[src/rtl/div_repeated_sub_pkg.sv]
// Shared definitions for the repeated-subtraction divider: state encodings and default width.
package div_repeated_sub_pkg;

  localparam int STATE_W       = 3;
  localparam int DEFAULT_WIDTH = 16;

  typedef enum logic [STATE_W-1:0] {
    S_IDLE   = 3'd0,
    S_LOAD_A = 3'd1,
    S_LOAD_B = 3'd2,
    S_CALC   = 3'd3,
    S_DONE   = 3'd4
  } state_t;

endpackage

[src/rtl/div_repeated_sub_if.sv]
// Serial operand bus and result/status signals shared by the divider and its requester.
interface div_repeated_sub_if
  import div_repeated_sub_pkg::*;
#(
  parameter int WIDTH = DEFAULT_WIDTH
) ();

  logic             start;
  logic [WIDTH-1:0] data_in;
  logic [WIDTH-1:0] quotient;
  logic [WIDTH-1:0] remainder;
  logic             busy;
  logic             done;
  logic             div_zero;

  modport master (
    output start, data_in,
    input  quotient, remainder, busy, done, div_zero
  );

  modport slave (
    input  start, data_in,
    output quotient, remainder, busy, done, div_zero
  );

endinterface

[src/rtl/div_repeated_sub_data_path.sv]
// Divider datapath: remainder (R), divisor (B) and quotient (Q) registers with subtract/compare.
module div_repeated_sub_data_path
  import div_repeated_sub_pkg::*;
#(
  parameter int WIDTH = DEFAULT_WIDTH
) (
  input  logic             clk,
  input  logic             rst,
  input  logic [WIDTH-1:0] data_in,
  input  logic             ld_r,
  input  logic             ld_b,
  input  logic             clr_q,
  input  logic             sub_r,
  input  logic             inc_q,
  output logic [WIDTH-1:0] r,
  output logic [WIDTH-1:0] q,
  output logic             geq,
  output logic             bz
);

  logic [WIDTH-1:0] b;

  always_ff @(posedge clk) begin
    if (rst) begin
      r <= '0;
      b <= '0;
      q <= '0;
    end else begin
      if (ld_r)
        r <= data_in;
      else if (sub_r)
        r <= r - b;
      if (ld_b)
        b <= data_in;
      if (clr_q)
        q <= '0;
      else if (inc_q)
        q <= q + WIDTH'(1);
    end
  end

  assign geq = (r >= b);
  assign bz  = (b == '0);

endmodule

[src/rtl/div_repeated_sub.sv]
// Unsigned divider by repeated subtraction: serial operand load, FSM controller, datapath sub-module.
//
// state    | meaning
// S_IDLE   | waiting for start; previous results held
// S_LOAD_A | capture dividend into R
// S_LOAD_B | capture divisor into B, clear Q
// S_CALC   | subtract B from R while R >= B
// S_DONE   | results valid; wait for start to drop
module div_repeated_sub
  import div_repeated_sub_pkg::*;
#(
  parameter int WIDTH = DEFAULT_WIDTH
) (
  input logic              clk,
  input logic              rst,
  div_repeated_sub_if.slave bus
);

  state_t           state, state_nxt;
  logic             ld_r, ld_b, clr_q, sub_r, inc_q;
  logic             dz_set, dz_clr;
  logic             geq, bz;
  logic             div_zero;
  logic [WIDTH-1:0] r, q;

  div_repeated_sub_data_path #(.WIDTH(WIDTH)) u_data_path (
    .clk     (clk),
    .rst     (rst),
    .data_in (bus.data_in),
    .ld_r    (ld_r),
    .ld_b    (ld_b),
    .clr_q   (clr_q),
    .sub_r   (sub_r),
    .inc_q   (inc_q),
    .r       (r),
    .q       (q),
    .geq     (geq),
    .bz      (bz)
  );

  always_ff @(posedge clk) begin
    if (rst)
      state <= S_IDLE;
    else
      state <= state_nxt;
  end

  always_ff @(posedge clk) begin
    if (rst)
      div_zero <= 1'b0;
    else if (dz_clr)
      div_zero <= 1'b0;
    else if (dz_set)
      div_zero <= 1'b1;
  end

  always_comb begin
    state_nxt = state;
    ld_r      = 1'b0;
    ld_b      = 1'b0;
    clr_q     = 1'b0;
    sub_r     = 1'b0;
    inc_q     = 1'b0;
    dz_set    = 1'b0;
    dz_clr    = 1'b0;
    case (state)
      S_IDLE: begin
        if (bus.start)
          state_nxt = S_LOAD_A;
      end
      S_LOAD_A: begin
        ld_r      = 1'b1;
        dz_clr    = 1'b1;
        state_nxt = S_LOAD_B;
      end
      S_LOAD_B: begin
        ld_b      = 1'b1;
        clr_q     = 1'b1;
        state_nxt = S_CALC;
      end
      S_CALC: begin
        // Zero divisor wins over the compare, which would otherwise loop forever.
        if (bz) begin
          dz_set    = 1'b1;
          state_nxt = S_DONE;
        end else if (geq) begin
          sub_r = 1'b1;
          inc_q = 1'b1;
        end else begin
          state_nxt = S_DONE;
        end
      end
      S_DONE: begin
        if (!bus.start)
          state_nxt = S_IDLE;
      end
      default: state_nxt = S_IDLE;
    endcase
  end

  assign bus.quotient  = q;
  assign bus.remainder = r;
  assign bus.busy      = (state == S_LOAD_A) || (state == S_LOAD_B) || (state == S_CALC);
  assign bus.done      = (state == S_DONE);
  assign bus.div_zero  = div_zero;

endmodule
[src/flat_wrapper.sv]
// flat-port wrapper written by rule: the top's interface ports become plain ports
module div_repeated_sub_flat import div_repeated_sub_pkg::*;
#(
  parameter int WIDTH = DEFAULT_WIDTH
)
  (clk, rst, bus_start, bus_data_in, bus_quotient, bus_remainder, bus_busy, bus_done, bus_div_zero);
  div_repeated_sub_if #(.WIDTH(WIDTH)) bus_i ();
  input logic clk;
  input logic rst;
  input wire logic [$bits(bus_i.start)-1:0] bus_start;
  input wire logic [$bits(bus_i.data_in)-1:0] bus_data_in;
  output wire logic [$bits(bus_i.quotient)-1:0] bus_quotient;
  output wire logic [$bits(bus_i.remainder)-1:0] bus_remainder;
  output wire logic [$bits(bus_i.busy)-1:0] bus_busy;
  output wire logic [$bits(bus_i.done)-1:0] bus_done;
  output wire logic [$bits(bus_i.div_zero)-1:0] bus_div_zero;
  assign bus_i.start = bus_start;
  assign bus_i.data_in = bus_data_in;
  assign bus_quotient = bus_i.quotient;
  assign bus_remainder = bus_i.remainder;
  assign bus_busy = bus_i.busy;
  assign bus_done = bus_i.done;
  assign bus_div_zero = bus_i.div_zero;
  div_repeated_sub #(.WIDTH(WIDTH)) u_core (.clk(clk), .rst(rst), .bus(bus_i));
endmodule
[config.mk]
export PLATFORM = sky130hd
export DESIGN_NAME = div_repeated_sub_flat
export DESIGN_NICKNAME = d
export VERILOG_FILES = /design/src/rtl/div_repeated_sub_pkg.sv /design/src/rtl/div_repeated_sub_if.sv /design/src/rtl/div_repeated_sub_data_path.sv /design/src/rtl/div_repeated_sub.sv /design/src/flat_wrapper.sv
export SDC_FILE = /design/constraint.sdc
export NUM_CORES = 1
export LEC_CHECK = 0
export CORE_AREA = 2 2 83 85
export CTS_CLUSTER_SIZE = 40
export DETAILED_ROUTE_END_ITERATION = 10
export DIE_AREA = 0 0 85 87
export PLACE_DENSITY = 0.75
export SLEW_MARGIN = 10
export SYNTH_ARGS = -nofsm -noshare
export SYNTH_HDL_FRONTEND = slang
export SYNTH_SLANG_ARGS = --single-unit
[constraint.sdc]
create_clock -name clk -period 3.4 [get_ports clk]
set_input_delay 0.51 -clock clk [delete_from_list [all_inputs] [get_ports clk]]
set_output_delay 0.51 -clock clk [all_outputs]
set_load 0.02 [all_outputs]
; ---- Word level (Yosys, flattened, before mapping)
; Index checks and enable logic that the tools add are counted.
[op_classes]
n_addsub = 2
n_lt_le_gt_ge = 1
n_eq_ne = 7
mux = 14
reduce_logical = 8
[ops]
columns = op, n
row1 = $mux 16, 2
row2 = $add 16x1->16 const B, 1
row3 = $ge 16x16->1, 1
row4 = $logic_not 16->1, 1
row5 = $sub 16x16->16, 1
row6 = $pmux 3 s5, 1
row7 = $mux 3, 4
row8 = $mux 1, 7
row9 = $eq 3x2->1 const B, 2
row10 = $ne 2x2->1 const B, 2
row11 = $reduce_or 2->1, 2
row12 = $eq 3x1->1 const B, 1
row13 = $eq 3x3->1 const B, 1
row14 = $logic_not 3->1, 1
row15 = $ne 3x3->1 const B, 1
row16 = $reduce_and 3->1, 1
row17 = $logic_or 1x1->1, 2
row18 = $reduce_bool 2->1, 1
[word_totals]
reg_bits = 52
in_bits = 19
out_inout_bits = 35

; ---- Longest topological paths before layout
; Gate-level depths: netlist of run 1.
[depth]
word_depth = 6
depth_mapped = 12

; ---- Hierarchy
; A second synthesis of run 1 with hierarchy kept.
[hier_totals]
cells_unflattened = 372
hier_area_um2 = 3095.5
[by_module_without_submodules]
columns = module, instances, cells_per_inst, area_per_inst_um2, seq_area_each_um2
row1 = div_repeated_sub_data_path, 1, 349, 2895.3, 960.9
row2 = div_repeated_sub, 1, 23, 200.2, 80.1

; ---- Worst setup path after synthesis of run 1
; No wires, ideal clock.
[synth_path]
path_type = reg-to-reg
startpoint = register u_core.u_data_path.r[0]
endpoint = register u_core.u_data_path.r[14]
setup_time_ps = 74
arrival_ps = 2370
required_time_ps = 3326
path_slack_ps = 955
path_stages_with_launch = 11
path_buffers = 0
path_cell_list = dfxtp_1 > inv_1 > ha_1 > inv_1 > fa_1 > nand3_1 > a211oi_2 > o21ai_2 > a31o_4 > or4b_1 > a31oi_1
[synth_via]
elab_chain_len = 5
[synth_rtl]
columns = element, line
row1 = start: declaration, div_repeated_sub_data_path.sv:15  ; output logic [WIDTH-1:0] r,
row2 = start signal: assignment, div_repeated_sub_data_path.sv:30  ; r <= data_in;
row3 = start signal: assignment, div_repeated_sub_data_path.sv:32  ; r <= r - b;
row4 = $ge 16x16->1, div_repeated_sub_data_path.sv:42  ; assign geq = (r >= b);
row5 = $mux 1, div_repeated_sub.sv:86  ; end else if (geq) begin
row6 = $mux 1, div_repeated_sub.sv:83  ; if (bz) begin
row7 = $mux 1, div_repeated_sub.sv:66  ; case (state)
row8 = $reduce_bool 2->1 (no line), n/a
; Several ways; a longest one is shown, not always the timed one. The select of a mux whose other input is x is not followed.
; A chain may end at the register's enable or synchronous reset.

; ---- Worst setup path in the final report of run 1
[layout_path]
startpoint = register u_core.u_data_path.b[11]
endpoint = register u_core.u_data_path.r[14]
[layout_via]
elab_chain_len = 5
[layout_rtl]
columns = element, line
row1 = start: declaration, div_repeated_sub_data_path.sv:21  ; logic [WIDTH-1:0] b;
row2 = start signal: assignment, div_repeated_sub_data_path.sv:34  ; b <= data_in;
row3 = $ge 16x16->1, div_repeated_sub_data_path.sv:42
row4 = $mux 1, div_repeated_sub.sv:86
row5 = $mux 1, div_repeated_sub.sv:83
row6 = $mux 1, div_repeated_sub.sv:66
row7 = $reduce_bool 2->1 (no line), n/a
; Several ways; a longest one is shown, not always the timed one. The select of a mux whose other input is x is not followed.

==> results of run 1 <==
==> through the flow <==
step	instances	hold slack, ps
2_1_floorplan	411	449
3_3_place_gp	526	460
3_5_place_dp	526	469
4_1_cts	534	481
5_1_grt	534	498
6_report	534	479
==> cell usage after synthesis, types with 4 or more instances <==
master / instances / area (sq um)
a21oi_1: 52 / 260
o21ai_0: 11 / 55.1
clkbuf_1: 11 / 41.3
xnor2_1: 6 / 52.6
nand2b_1: 4 / 25.0
nor3_1: 6 / 30.0
buf_2: 5 / 25.0
nand2_1: 58 / 218
ha_1: 17 / 213
or4_1: 6 / 45.0
and2_1: 4 / 25.0
inv_1: 25 / 93.8
a211oi_1: 4 / 30.0
buf_4: 4 / 30.0
a41o_1: 4 / 40.0
nor2_1: 22 / 82.6
nor4_1: 4 / 25.0
a31oi_1: 11 / 68.8
o31ai_1: 7 / 52.6
nand3_1: 26 / 130
and4_1: 4 / 35.0
dfxtp_1: 52 / 1040
or3_1: 4 / 25.0
nand4_1: 5 / 31.3
a22oi_1: 7 / 52.6
==> power breakdown <==
part           switching [mW]  total, mW  leakage (nW)  internal [mW]
Clock                   0.198      0.364        0.0455          0.167
Sequential             0.0331      0.677         0.422          0.644
Combinational           0.438      0.731         0.924          0.293
Total                   0.669       1.77          1.39           1.10
==> per-layer routing <==
metal  routed length [microns]  global-route usage
met2                      3830               0.373
met5                         0                   0
met3                       558              0.0370
met4                       100              0.0635
met1                      3810               0.305
==> cells by family (layout without fill, tap and decap cells) <==
group,after synthesis,in the layout,share of synthesized area
AND/OR/NAND/NOR,159,159,0.250
AO/OA/AOI/OAI,125,125,0.256
flip-flops,52,52,0.327
buffers and inverters,46,89,0.0614
adder cells (fa/ha/maj),18,18,0.0732
XOR/XNOR,8,8,0.0220
multiplexers,3,3,0.00944
==> state kept, by name, indices dropped and copies added (netlist names) <==
signal and flops:
u_core.bus.div_zero 1, u_core.state 3, u_core.u_data_path.b 16, u_core.u_data_path.q 16, u_core.u_data_path.r 16
==> final cells by class <==
type / instances / area, sq um
Tap cell: 80 / 100
Timing Repair Buffer: 56 / 553
Fill cell: 621 / 2740
Multi-Input combinational cell: 313 / 1950
Inverter: 25 / 93.8
Clock buffer: 8 / 90.1
Sequential cell: 52 / 1040
==> tightest hold or removal path: stages (launching register included) <==
cell and delay, ps:
dfxtp_1 330, nand2_1 60, a21oi_1 50
==> how the worst max path moves through the flow <==
stage	from	to	cells past startpoint	slack, ps
finish	u_core.u_data_path.b[11]	u_core.u_data_path.r[14]	8	640
global route	u_core.u_data_path.r[0]	u_core.u_data_path.r[14]	10	430
CTS	u_core.u_data_path.b[11]	u_core.u_data_path.r[14]	8	660
detailed placement	u_core.u_data_path.b[11]	u_core.u_data_path.r[14]	8	680
global placement	u_core.u_data_path.b[9]	u_core.u_data_path.r[1]	9	780
floorplan	u_core.u_data_path.r[0]	u_core.u_data_path.r[14]	10	960
==> impl_results.html, run 1 <==
<table>
<tr><th>Metric</th><th>Value</th></tr>
<tr><th colspan="2">Timing</th></tr>
<tr><td>Maximum frequency from static timing analysis</td><td>362 MHz</td></tr>
<tr><td>Max_slew headroom</td><td>0.472</td></tr>
<tr><td>Period utilisation layout</td><td>0.812</td></tr>
<tr><td>Shortest period the worst path allows</td><td>roughly 2800 ps</td></tr>
<tr><td>Total Negative Setup Slacks</td><td>0 ps</td></tr>
<tr><td>Worst Max-Slew Pin Slew</td><td>a little under 800 ps</td></tr>
<tr><td>Final count of pins violating max slew</td><td>0</td></tr>
<tr><td>Final setup vio count</td><td>0</td></tr>
<tr><td>Final hold vios</td><td>0</td></tr>
<tr><td>Clk_skew</td><td>5.48 ps</td></tr>
<tr><td>Setup repair after global routing missed its margin</td><td>false</td></tr>
<tr><td>PnR worst setup slack</td><td>639 ps</td></tr>
<tr><th colspan="2">Placed design</th></tr>
<tr><td>Worst setup timing slack at the placement stage</td><td>a little under 700 ps</td></tr>
<tr><td>Final RePlAce weighted congestion</td><td>just under 0.9</td></tr>
<tr><td>Port Buffers</td><td>53</td></tr>
<tr><td>Estimated wirelength of the detail-placed design</td><td>roughly 6.0 mm</td></tr>
<tr><td>Post-Place Cell Area</td><td>~3700 sq um</td></tr>
<tr><th colspan="2">Clocking</th></tr>
<tr><td>Clk sinks</td><td>between 50 and 60</td></tr>
<tr><td>TritonCTS clock tree</td><td>built</td></tr>
<tr><td>Post-CTS Setup Bufs</td><td>0</td></tr>
<tr><td>Clock-pin slew reported for the worst setup and hold paths after clock tree synthesis</td><td>roughly 90 ps</td></tr>
<tr><td>Cts hold-fix bufs</td><td>0</td></tr>
<tr><td>Clock insertion delay at the later pin of the skew report</td><td>between 300 and 400 ps</td></tr>
<tr><td>Clock H-tree levels</td><td>2</td></tr>
<tr><td>Maximum count of clock buffers along a single path</td><td>2</td></tr>
<tr><td>TritonCTS Buffers</td><td>5</td></tr>
<tr><td>Post_cts resized</td><td>0</td></tr>
<tr><td>Buffer cell driving the clock tree root</td><td>clkbuf_8</td></tr>
<tr><th colspan="2">Worst setup path</th></tr>
<tr><td>Critical Path AT</td><td>around 3000 ps</td></tr>
<tr><td>Largest delay contributor family on the critical path</td><td>simple AND/OR/NAND/NOR gates</td></tr>
<tr><td>Endpoint of the most critical register-to-register path</td><td>u_core.u_data_path.r[14]</td></tr>
<tr><td>Worst reg-to-reg path cell count</td><td>8</td></tr>
<tr><td>Worst Path Max Fanout</td><td>37</td></tr>
<tr><td>Category of the critical setup timing path</td><td>flop to flop</td></tr>
<tr><td>CP Launch Type</td><td>flop</td></tr>
<tr><td>Crit path buf inv count</td><td>1</td></tr>
<tr><td>Flop2flop setup slack</td><td>approximately 640 ps</td></tr>
<tr><td>Required time of the worst setup path</td><td>approximately 3600 ps</td></tr>
<tr><td>Largest incremental delay on the critical path</td><td>between 500 and 600 ps</td></tr>
<tr><td>Endpoint class of the critical path</td><td>flop</td></tr>
<tr><td>CP Cell Sequence</td><td>inv_1 -&gt; ha_1 -&gt; and4_1 -&gt; and2_4 -&gt; o21ai_2 -&gt; a31o_4 -&gt; or4b_1 -&gt; a31oi_1</td></tr>
<tr><td>Slowest cell on the critical path</td><td>or4b_1</td></tr>
<tr><td>Launching point of the worst reg2reg path</td><td>u_core.u_data_path.b[11]</td></tr>
<tr><th colspan="2">Floorplanning</th></tr>
<tr><td>Die footprint</td><td>around 7400 sq um</td></tr>
<tr><td>Total I/O pin count</td><td>54</td></tr>
<tr><td>Floorplan die width</td><td>85 microns</td></tr>
<tr><td>Placeable core region</td><td>6570 sq um</td></tr>
<tr><td>Floorplan die height</td><td>between 80 and 90 microns</td></tr>
<tr><td>Initial standard-cell utilization of the core</td><td>0.484</td></tr>
<tr><td>Number of placement rows</td><td>30</td></tr>
<tr><th colspan="2">GRT</th></tr>
<tr><td>Initial antenna violation count</td><td>0</td></tr>
<tr><td>Via count of the first global-routing pass</td><td>approximately 2.9k</td></tr>
<tr><td>Global-route usage over all layers</td><td>0.225</td></tr>
<tr><td>Maximum number of pins on one net before global-route repair</td><td>38</td></tr>
<tr><td>First-pass GRT wire length</td><td>about 14 mm</td></tr>
<tr><td>Overflow left after global routing</td><td>0</td></tr>
<tr><th colspan="2">Route</th></tr>
<tr><td>Initial DRT Pass Iterations</td><td>4</td></tr>
<tr><td>Via Count</td><td>around 3.2k</td></tr>
<tr><td>Routed Wire Length</td><td>a little over 8 mm</td></tr>
<tr><td>Routed Antenna Nets</td><td>0</td></tr>
<tr><td>Routed length per placed instance</td><td>15.5 microns</td></tr>
<tr><td>Vias per Instance</td><td>6.02</td></tr>
<tr><td>DRC errors left</td><td>0</td></tr>
<tr><td>1st-iter DRT viols</td><td>between 150 and 200</td></tr>
<tr><th colspan="2">Synthesis</th></tr>
<tr><td>Post-synthesis instance total</td><td>411</td></tr>
<tr><td>Sequential share of the synthesized area</td><td>0.327</td></tr>
<tr><td>Post-synth EDFFs</td><td>0</td></tr>
<tr><td>Average cell area after synthesis</td><td>approximately 7.7 sq um</td></tr>
<tr><td>Synth warn</td><td>0</td></tr>
<tr><td>Distinct cell type count of the synthesized netlist</td><td>between 60 and 70</td></tr>
<tr><td>Synthesized flop and latch total</td><td>between 50 and 60</td></tr>
<tr><td>Post-Synthesis Net Count</td><td>about 450</td></tr>
<tr><td>Async set-reset flop share out of synthesis</td><td>0</td></tr>
<tr><td>Synth Flop Type</td><td>dfxtp_1</td></tr>
<tr><td>Synthesized cell area</td><td>roughly 3200 sq um</td></tr>
<tr><th colspan="2">Finish</th></tr>
<tr><td>Final core utilization</td><td>0.583</td></tr>
<tr><td>Area Growth Syn to Fin</td><td>20.3%</td></tr>
<tr><td>Most used cells in the layout excluding fill and tap cells</td><td>58 x nand2_1, 53 x clkdlybuf4s50_1, 52 x a21oi_1, 52 x dfxtp_1, 26 x nand3_1</td></tr>
<tr><td>Post-route cell area</td><td>~3800 sq um</td></tr>
<tr><td>Diodes inserted</td><td>0</td></tr>
<tr><td>Share of final-layout standard cells stronger than drive strength 1</td><td>0.0463</td></tr>
<tr><td>Nets</td><td>490</td></tr>
<tr><td>Most common library cell in the layout ignoring fill and taps</td><td>nand2_1</td></tr>
<tr><th colspan="2">Hold path</th></tr>
<tr><td>Hold Path Sink</td><td>u_core.u_data_path.b[4]</td></tr>
<tr><td>Class of the tightest hold or removal check</td><td>flop to flop</td></tr>
<tr><td>Hold Path Stages</td><td>2</td></tr>
<tr><td>Start point of the worst min-delay path</td><td>u_core.u_data_path.b[4]</td></tr>
<tr><th colspan="2">Power</th></tr>
<tr><td>Power per Cell Area</td><td>between 400 and 500 nW/um^2</td></tr>
<tr><td>Peak supply drop</td><td>0.283 mV</td></tr>
<tr><td>Tot Pwr</td><td>approximately 1.8 mW</td></tr>
<tr><td>Leakage Power</td><td>1.39 nW</td></tr>
<tr><th colspan="2">Status</th></tr>
<tr><td>Run status</td><td>completed</td></tr>
<tr><th colspan="2">Flow run</th></tr>
<tr><td>Max cap viols</td><td>0</td></tr>
</table>
(Power assumes the default switching activity.)
==> run 2, diff against run 1 <==
Clock period 3.4 ns to 2.86 ns, I/O delays scaled along.
==> run 2 against run 1 <==
Die area stayed put. Routed wire length is 4.6% higher. Non-clock buffer count is 7 higher. Critical path depth stayed put. Global-route usage is 1.0 points higher. Worst hold slack worse by 2.5 ps. Sequential power is 19% higher. Design area is 2.6% higher. Via count is 1.5% higher. Register-to-register slack worse by 460 ps. Sequential cell count stayed put. Maximum frequency is 3.0% higher. Highest routed layer unchanged.
==> impl_results.html, run 2 (synthesis results as in run 1) <==
<table>
<tr><th>Metric</th><th>Value</th></tr>
<tr><th colspan="2">Clocking</th></tr>
<tr><td>Maximum count of clock buffers along a single path</td><td>2</td></tr>
<tr><td>TritonCTS clock tree</td><td>built</td></tr>
<tr><td>Clk sinks</td><td>between 50 and 60</td></tr>
<tr><td>Clock-pin slew reported for the worst setup and hold paths after clock tree synthesis</td><td>90 ps</td></tr>
<tr><td>TritonCTS Buffers</td><td>5</td></tr>
<tr><td>Clock insertion delay at the later pin of the skew report</td><td>roughly 310 ps</td></tr>
<tr><td>Post-CTS Setup Bufs</td><td>0</td></tr>
<tr><td>Clock H-tree levels</td><td>2</td></tr>
<tr><td>Buffer cell driving the clock tree root</td><td>clkbuf_8</td></tr>
<tr><th colspan="2">GRT</th></tr>
<tr><td>First-pass GRT wire length</td><td>14.2 mm</td></tr>
<tr><td>Global-route usage over all layers</td><td>0.235</td></tr>
<tr><td>Via count of the first global-routing pass</td><td>between 2k and 3k</td></tr>
<tr><td>Overflow left after global routing</td><td>0</td></tr>
<tr><td>Maximum number of pins on one net before global-route repair</td><td>38</td></tr>
<tr><td>Initial antenna violation count</td><td>0</td></tr>
<tr><th colspan="2">Route</th></tr>
<tr><td>Met2 routed wirelength</td><td>between 3 and 4 mm</td></tr>
<tr><td>Routed Antenna Nets</td><td>0</td></tr>
<tr><td>Routed length per placed instance</td><td>16.0 microns</td></tr>
<tr><td>DRC errors left</td><td>0</td></tr>
<tr><td>Vias per Instance</td><td>around 6.0</td></tr>
<tr><td>Routed metal-1 wire length</td><td>~4.1 mm</td></tr>
<tr><td>Via Count</td><td>between 3k and 4k</td></tr>
<tr><td>Initial DRT Pass Iterations</td><td>5</td></tr>
<tr><td>Met3 WL</td><td>roughly 520 microns</td></tr>
<tr><td>Top Layer Used</td><td>met4</td></tr>
<tr><td>1st-iter DRT viols</td><td>approximately 230</td></tr>
<tr><td>Routed Wire Length</td><td>between 8 and 9 mm</td></tr>
<tr><th colspan="2">Floorplanning</th></tr>
<tr><td>Placeable core region</td><td>6570 sq um</td></tr>
<tr><td>Initial standard-cell utilization of the core</td><td>0.484</td></tr>
<tr><td>Floorplan die width</td><td>between 80 and 90 microns</td></tr>
<tr><td>Number of placement rows</td><td>30</td></tr>
<tr><td>Die footprint</td><td>between 7000 and 8000 sq um</td></tr>
<tr><td>Floorplan die height</td><td>between 80 and 90 microns</td></tr>
<tr><td>Total I/O pin count</td><td>54</td></tr>
<tr><th colspan="2">Timing</th></tr>
<tr><td>Worst Max-Slew Pin Slew</td><td>between 600 and 700 ps</td></tr>
<tr><td>Max_slew headroom</td><td>0.542</td></tr>
<tr><td>Setup repair after global routing missed its margin</td><td>true</td></tr>
<tr><td>Worst hold slack after final layout</td><td>476 ps</td></tr>
<tr><td>Shortest period the worst path allows</td><td>about 2700 ps</td></tr>
<tr><td>Period utilisation layout</td><td>0.937</td></tr>
<tr><td>Final count of pins violating max slew</td><td>0</td></tr>
<tr><td>Clk_skew</td><td>5.50 ps</td></tr>
<tr><td>Final setup vio count</td><td>0</td></tr>
<tr><td>Final hold vios</td><td>0</td></tr>
<tr><td>Maximum frequency from static timing analysis</td><td>373 MHz</td></tr>
<tr><th colspan="2">Worst setup path</th></tr>
<tr><td>Endpoint class of the critical path</td><td>flop</td></tr>
<tr><td>CP Launch Type</td><td>flop</td></tr>
<tr><td>Critical Path AT</td><td>between 2000 and 3000 ps</td></tr>
<tr><td>Endpoint of the most critical register-to-register path</td><td>u_core.u_data_path.r[14]</td></tr>
<tr><td>Worst Path Max Fanout</td><td>37</td></tr>
<tr><td>Category of the critical setup timing path</td><td>flop to flop</td></tr>
<tr><td>Launching point of the worst reg2reg path</td><td>u_core.u_data_path.b[10]</td></tr>
<tr><td>Flop2flop setup slack</td><td>about 180 ps</td></tr>
<tr><td>Worst reg-to-reg path cell count</td><td>8</td></tr>
<tr><td>Required time of the worst setup path</td><td>3110 ps</td></tr>
<tr><th colspan="2">Placed design</th></tr>
<tr><td>Final RePlAce weighted congestion</td><td>between 0.9 and 1</td></tr>
<tr><td>Estimated wirelength of the detail-placed design</td><td>around 6.2 mm</td></tr>
<tr><td>Port Buffers</td><td>53</td></tr>
<tr><th colspan="2">Hold path</th></tr>
<tr><td>Hold Path Stages</td><td>2</td></tr>
<tr><td>Class of the tightest hold or removal check</td><td>flop to flop</td></tr>
<tr><td>Hold Path Sink</td><td>u_core.u_data_path.b[14]</td></tr>
<tr><td>Start point of the worst min-delay path</td><td>u_core.u_data_path.b[14]</td></tr>
<tr><th colspan="2">Finish</th></tr>
<tr><td>Diodes inserted</td><td>0</td></tr>
<tr><td>Area Growth Syn to Fin</td><td>23.5%</td></tr>
<tr><td>Most common library cell in the layout ignoring fill and taps</td><td>nand2_1</td></tr>
<tr><td>Filler cell count</td><td>about 620</td></tr>
<tr><td>Share of final-layout standard cells stronger than drive strength 1</td><td>0.0672</td></tr>
<tr><td>Most used cells in the layout excluding fill and tap cells</td><td>58 x nand2_1, 53 x clkdlybuf4s50_1, 52 x dfxtp_1</td></tr>
<tr><td>Nets</td><td>around 500</td></tr>
<tr><td>Final core utilization</td><td>0.598</td></tr>
<tr><td>Largest registers</td><td>u_core.u_data_path.b: 16 flops, u_core.u_data_path.q: 16 flops, u_core.u_data_path.r: 16 flops</td></tr>
<tr><th colspan="2">Power</th></tr>
<tr><td>Tot Pwr</td><td>about 2.3 mW</td></tr>
<tr><td>Power per Cell Area</td><td>around 580 nW/um^2</td></tr>
<tr><td>Leakage Power</td><td>1.45 nW</td></tr>
<tr><td>Peak supply drop</td><td>0.289 mV</td></tr>
<tr><th colspan="2">Status</th></tr>
<tr><td>Run status</td><td>completed</td></tr>
<tr><th colspan="2">Flow run</th></tr>
<tr><td>Max cap viols</td><td>0</td></tr>
</table>
## run 2: worst max-delay path by stage
stage	startpoint	slack [ps]	to
after floorplan	u_core.u_data_path.r[0]	420	u_core.u_data_path.r[14]
final	u_core.u_data_path.b[10]	180	u_core.u_data_path.r[14]
after global placement	u_core.u_data_path.b[6]	220	u_core.u_data_path.r[14]
after detailed placement	u_core.u_data_path.b[5]	140	u_core.u_data_path.r[14]
after CTS	u_core.u_data_path.b[5]	110	u_core.u_data_path.r[14]
after global routing	u_core.u_data_path.r[0]	-10	u_core.u_data_path.r[14]
## run 2: worst max-delay path, stage by stage, from the launching register on
cell     delay (ps)
dfxtp_1         360
inv_1            50
ha_1            420
and4_1          360
and2_4          200
a21oi_2          80
a31o_4          400
or4b_1          580
a31oi_1         160
## run 2: what timing repair did
action | in CTS | in global routing
gates resized for setup | 0 | 3
hold buffers | 0 | 0
setup endpoints to repair | 0 | 14
endpoints found under the hold margin | 0 | 0
## run 2: routing by layer
layer | GRT usage | vias to the layer above
met1 | 0.322 | 1533
met5 | 0 | -
li1 | - | 1605
met2 | 0.381 | 112
met4 | 0.0750 | 0
met3 | 0.0379 | 14
## run 2: power by group
part | switching (mW) | leakage [nW] | internal (mW)
logic | 0.548 | 0.959 | 0.377
registers | 0.0382 | 0.422 | 0.766
clock network | 0.257 | 0.0645 | 0.309
## run 2: metrics by stage
step	cells	TNS [ps]	setup slack (ps)	area (sq um)
5_1_grt	541	-11.3	-11.3	3930
2_1_floorplan	411	0	415	3180
6_report	541	0	179	3930
3_3_place_gp	533	0	221	3790
3_5_place_dp	533	0	144	3790
4_1_cts	541	0	114	3920
## run 2: layout make-up
type / count / area [sq um] / share of cell area
inverters: 25 / 93.8 / 0.0239
multi-input cells: 313 / 1960 / 0.499
flip-flops and latches: 52 / 1040 / 0.265
well taps: 80 / 100 / 0.0255
repair buffers: 63 / 606 / 0.154
clock buffers: 7 / 96.3 / 0.0245
clock inverters: 1 / 30.0 / 0.00765
